===== config.mk =====
export PLATFORM = sky130hd
export DESIGN_NAME = gnt_event_encoder
export DESIGN_NICKNAME = d
export VERILOG_FILES = /design/src/rtl/gnt_event_encoder.sv
export SDC_FILE = /design/constraint.sdc
export NUM_CORES = 1
export LEC_CHECK = 0
export CORE_MARGIN = 5
export CORE_UTILIZATION = 45
export DETAILED_ROUTE_END_ITERATION = 8
export PLACE_DENSITY = 0.66
export SLEW_MARGIN = 20
export SYNTH_ARGS = -nofsm -noshare
export SYNTH_HDL_FRONTEND = slang
export SYNTH_SLANG_ARGS = --single-unit

===== constraint.sdc =====
create_clock -name clk_i -period 33.3 [get_ports clk_i]
set_input_delay 6.66 -clock clk_i [delete_from_list [all_inputs] [get_ports clk_i]]
set_output_delay 6.66 -clock clk_i [all_outputs]
set_load 0.005 [all_outputs]

===== src/rtl/gnt_event_encoder.sv =====
// gnt_event_encoder: turns one-hot arbiter grants into timestamped AER packets behind a show-ahead FIFO
module gnt_event_encoder #(
    parameter int NUM_REQUESTS = 256,
    parameter int ADDR_W       = $clog2(NUM_REQUESTS),
    parameter int TS_W         = 16,
    parameter int FIFO_DEPTH   = 8,
    parameter int DROP_W       = 8
) (
    input  logic                          clk_i,
    input  logic                          rst_i,
    input  logic [NUM_REQUESTS-1:0]       gnt_i,
    output logic                          ev_valid_o,
    input  logic                          ev_ready_i,
    output logic [ADDR_W-1:0]             ev_addr_o,
    output logic [TS_W-1:0]               ev_ts_o,
    output logic [$clog2(FIFO_DEPTH):0]   fifo_lvl_o,
    output logic [DROP_W-1:0]             drop_cnt_o,
    output logic                          multi_err_o
);
    localparam int PTR_W = $clog2(FIFO_DEPTH);
    localparam int LVL_W = PTR_W + 1;

    logic [NUM_REQUESTS-1:0] gnt_q;
    logic [TS_W-1:0]         ts_cnt;
    logic [ADDR_W-1:0]       mem_addr [FIFO_DEPTH];
    logic [TS_W-1:0]         mem_ts   [FIFO_DEPTH];
    logic [PTR_W-1:0]        rd_ptr, wr_ptr, rd_next;
    logic [LVL_W-1:0]        lvl_next;
    logic [ADDR_W-1:0]       enc_addr;
    logic                    new_ev, multi_hot, full, pop, do_push, drop;

    // lowest set grant bit wins, so a multi-hot vector still encodes deterministically
    always_comb begin
        enc_addr = '0;
        for (int i = NUM_REQUESTS - 1; i >= 0; i--)
            if (gnt_i[i]) enc_addr = ADDR_W'(i);
    end

    assign new_ev     = (gnt_i != '0) && (gnt_i != gnt_q);
    assign multi_hot  = (gnt_i & (gnt_i - NUM_REQUESTS'(1))) != '0;
    assign full       = fifo_lvl_o == LVL_W'(FIFO_DEPTH);
    assign ev_valid_o = fifo_lvl_o != '0;
    assign pop        = ev_valid_o && ev_ready_i;
    assign do_push    = new_ev && (!full || pop);
    assign drop       = new_ev && full && !pop;
    assign rd_next    = pop ? rd_ptr + PTR_W'(1) : rd_ptr;
    assign lvl_next   = fifo_lvl_o + LVL_W'(do_push) - LVL_W'(pop);

    // packet storage; contents are don't-care until written, so no reset
    always_ff @(posedge clk_i) begin
        if (do_push) begin
            mem_addr[wr_ptr] <= enc_addr;
            mem_ts[wr_ptr]   <= ts_cnt;
        end
    end

    // control state; outputs register the next head so they hold the last popped packet when empty
    always_ff @(posedge clk_i or posedge rst_i) begin
        if (rst_i) begin
            gnt_q       <= '0;
            ts_cnt      <= '0;
            rd_ptr      <= '0;
            wr_ptr      <= '0;
            fifo_lvl_o  <= '0;
            drop_cnt_o  <= '0;
            multi_err_o <= 1'b0;
            ev_addr_o   <= '0;
            ev_ts_o     <= '0;
        end else begin
            gnt_q      <= gnt_i;
            ts_cnt     <= ts_cnt + TS_W'(1);
            rd_ptr     <= rd_next;
            fifo_lvl_o <= lvl_next;
            if (do_push) wr_ptr <= wr_ptr + PTR_W'(1);
            if (drop && drop_cnt_o != '1) drop_cnt_o <= drop_cnt_o + DROP_W'(1);
            if (multi_hot) multi_err_o <= 1'b1;
            if (lvl_next != '0) begin
                ev_addr_o <= (do_push && rd_next == wr_ptr) ? enc_addr : mem_addr[rd_next];
                ev_ts_o   <= (do_push && rd_next == wr_ptr) ? ts_cnt : mem_ts[rd_next];
            end
        end
    end
endmodule

==> impl_metrics.toml <==
[placed_design]
gp_congestion = 1.08
dp.cells = 3533
dp_hpwl_um = 91500
portBuffers = 296

[global_routing]
grt_pass1_vias = 23100
grt_use_total_pct = 35.9
grt_max_degree = 127
grt_overflow_total = 0
grt_pass1_wl_um = 167000
antenna_found_initial = 8

[setup_path]
required_ns = 33.80
crit_path_max_fanout = 44
cp-start-kind = "primary input"
critPathMostFrequentCell = "inv_1"
cpPeakStageDelay_ns = 0.94
criticalPathCategory = "in2reg"
worst_path_max_delay_cell = "o21ai_0"
path_buf_inv = 5
cp_top_family = "simple AND/OR/NAND/NOR gates"
crit_chain = "clkdlybuf4s50_1 -> nor4_1 -> nand4_1 -> nor4b_1 -> nand4_1 -> o21ai_0 -> nand2b_1 -> ha_1 -> inv_1 -> ha_1 -> inv_1 -> fa_1 -> xor2_1 -> inv_1 -> nor4_2 -> buf_4 -> nor3_1 -> a311o_1"
critPathArrivalTime_ns = 13.53
end_kind = "flop"

[detailed_routing]
topRoutingLayerUsed = "met5"
dr_wl_met3_um = 14000
wirelength_um = 118000
post_drt_wl_per_cell_um = 32.4
drtAntennaViolNets = 0
routed-via-count = 23900
via_per_inst = 6.58
drc = 0
dr_wl_met2_um = 50700
first_pass_iters = 7
dr.first_iter.drc_count = 3459
wl_met1_um = 47300

[synth]
synth_nets = 2799
synthDistinctLibCells = 80
synth_seq_area_share_pct = 51.2
netlist_area_sq_um = 26700
synth_edf_count = 192
synthArstFlopShare_pct = 62.1
ys.flop_type = "dfrtp_1"
synth_cells = 2529
synth.avg_cell_area_sq_um = 10.5
yosysWarnings = 0
synth-seq-cells = 507

[power]
p_leak_nw = 11.6
power.total_mw = 2.08
cellPowerDensity_nw_per_um2 = 63.5
max-vdd-ir-drop_uv = 162

[clock_tree]
clk_path_buf_depth = 3
root_buffer = "clkbuf_16"
clkLatencyLatePin_ns = 0.64
cts_made_buffers = 53
clk_pin_slew_ns = 0.06
cts_setup_buffers = 0
cts_resized = 0
cts_tree = "done"
clock-sinks = 507
cts.htree.levels = 2
hold_buffers = 0

[flow_run]
cap_violations = 0

[final_layout]
layout_commonest_cell = "dfrtp_1"
area_delta_synth_final_pct = 22.8
fin_util_pct = 55.6
layout-drive-gt1-share_pct = 10.6
final_cell_mix = "315 x dfrtp_1, 296 x clkdlybuf4s50_1, 202 x nand2_1"
instances_no_fill = 3639
fin_nets = 3085

[floorplan]
die_h_um = 253
die_w_um = 253
ios = 297
start_util_pct = 45.3
num_rows = 89
die_area_sq_um = 64200
core-area_sq_um = 58900

[timing]
period_share_pct = 39.1
drv_slew = 0
maxSlewHeadroom_pct = 24.0
finClkSkew_ns = 0.0400
fin_crit_ns = 13.03
setup_viol = 0
worstMarginPinSlew_ns = 1.13
hold_viol = 0
fmax_ghz = 0.0767
whs_ns = 0.485
fin_setup_tns_ns = 0
grt_setup_unrepaired = "no"

[outcome]
status = "finished clean"

[hold_path]
hp-class = "reg2reg"
## metrics by stage
step	instance area [sq um]	worst slack, ns
finish	32700	20.27
global route	32700	19.79
CTS	32700	20.47
detailed placement	30900	19.82
global placement	30900	20.04
floorplan	26700	17.93
## cell usage after synthesis, types with 6 or more instances
| cell | instances | area (sq um) |
|---|---|---|
| o32ai_1 | 9 | 78.8 |
| or4_1 | 51 | 383 |
| a21oi_1 | 82 | 410 |
| mux2i_1 | 22 | 220 |
| edfxtp_1 | 192 | 5770 |
| or3_1 | 33 | 206 |
| nor3_1 | 75 | 375 |
| a21boi_0 | 7 | 52.6 |
| o211ai_1 | 8 | 60.1 |
| nor4_1 | 133 | 832 |
| and3_1 | 16 | 100 |
| clkbuf_1 | 166 | 623 |
| a211oi_1 | 12 | 90.1 |
| ha_1 | 10 | 125 |
| o221ai_1 | 6 | 52.6 |
| nor3b_1 | 7 | 52.6 |
| or2_2 | 10 | 62.6 |
| xor2_1 | 74 | 648 |
| nand2_1 | 202 | 758 |
| and4_1 | 13 | 114 |
| inv_1 | 84 | 315 |
| a31oi_1 | 11 | 68.8 |
| nor2_1 | 178 | 668 |
| nand2b_1 | 15 | 93.8 |
| xnor2_1 | 196 | 1720 |
| a2111oi_0 | 17 | 149 |
| o21a_1 | 12 | 90.1 |
| mux4_2 | 48 | 1080 |
| o22ai_1 | 14 | 87.6 |
| o31a_1 | 12 | 105 |
| dfrtp_1 | 315 | 7880 |
| o21ai_0 | 128 | 641 |
| o41ai_1 | 26 | 228 |
| buf_1 | 8 | 30.0 |
| nand4_1 | 105 | 657 |
| and2_1 | 9 | 56.3 |
| a222oi_1 | 7 | 70.1 |
| o31ai_1 | 38 | 285 |
| nand3_1 | 58 | 290 |
| o21bai_1 | 8 | 60.1 |
| a221oi_1 | 7 | 61.3 |
| o2111ai_1 | 13 | 114 |
## worst reg2reg max path, stage by stage, from the launching register on
cell	delay, ns
dfrtp_1	0.37
xnor2_1	0.65
nand4_1	0.47
nor4_1	0.78
nand4_1	0.24
or4_1	0.45
o21ai_0	0.37
nand2b_1	0.36
ha_1	0.28
inv_1	0.06
ha_1	0.16
inv_1	0.06
fa_1	0.38
xor2_1	0.15
inv_1	0.09
nor4_2	0.21
buf_4	0.43
nor3_1	0.12
a311o_1	0.30
## cells by family (layout without fill, tap and decap cells)
kind of cell / count (synthesis) / in the layout / share of synthesized area (%)
other cells: 0 / 6 / 0
compound gates: 468 / 468 / 12.0
fa+ha+maj: 13 / 13 / 0.620
flops: 507 / 507 / 51.2
buf+inv: 265 / 596 / 3.83
simple gates: 934 / 934 / 18.6
mux: 72 / 72 / 4.97
xor+xnor: 270 / 270 / 8.87
## path summary, 6_finish.rpt
| check | startpoint | endpoint | slack (ns) | cells past startpoint |
|---|---|---|---|---|
| max | gnt_i[130] | ev_addr_o[0] | 20.27 | 18 |
| min | drop_cnt_o[6] | drop_cnt_o[6] | 0.48 | 1 |
| max reg2reg | gnt_q[41] | ev_addr_o[0] | 27.23 | 18 |
| min reg2reg | drop_cnt_o[6] | drop_cnt_o[6] | 0.48 | 1 |
| max in group asynchronous | rst_i | gnt_q[114] | 24.45 | 4 |
| min in group asynchronous | rst_i | gnt_q[9] | 6.63 | 2 |
## flip-flops by register name (all words and copies together) (netlist names)
name / cells
drop_cnt_o: 8
rd_ptr: 3
fifo_lvl_o: 4
ev_addr_o: 8
ts_cnt: 16
wr_ptr: 3
mem_addr: 64
multi_err_o: 1
ev_ts_o: 16
mem_ts: 128
gnt_q: 256
## report_power, final
| part | total (mW) | switching [mW] | internal, mW |
|---|---|---|---|
| logic | 0.654 | 0.381 | 0.273 |
| clock network | 0.629 | 0.264 | 0.365 |
| registers | 0.797 | 0.0414 | 0.756 |
| total | 2.08 | 0.686 | 1.39 |
## area by class of cell
cell class | instances | area [sq um]
Antenna cell | 6 | 15.0
Clock buffer | 64 | 1430
Clock inverter | 36 | 442
Fill cell | 4978 | 26200
Inverter | 84 | 323
Multi-Input combinational cell | 1757 | 12100
Sequential cell | 507 | 13600
Tap cell | 773 | 967
Timing Repair Buffer | 412 | 3830
## metal layers
metal	track usage [%]	up-vias
li1	-	10100
met1	50.9	11900
met2	53.4	1611
met3	9.61	320
met4	13.5	6
met5	0	-
Power figures use the tool's default switching activity.
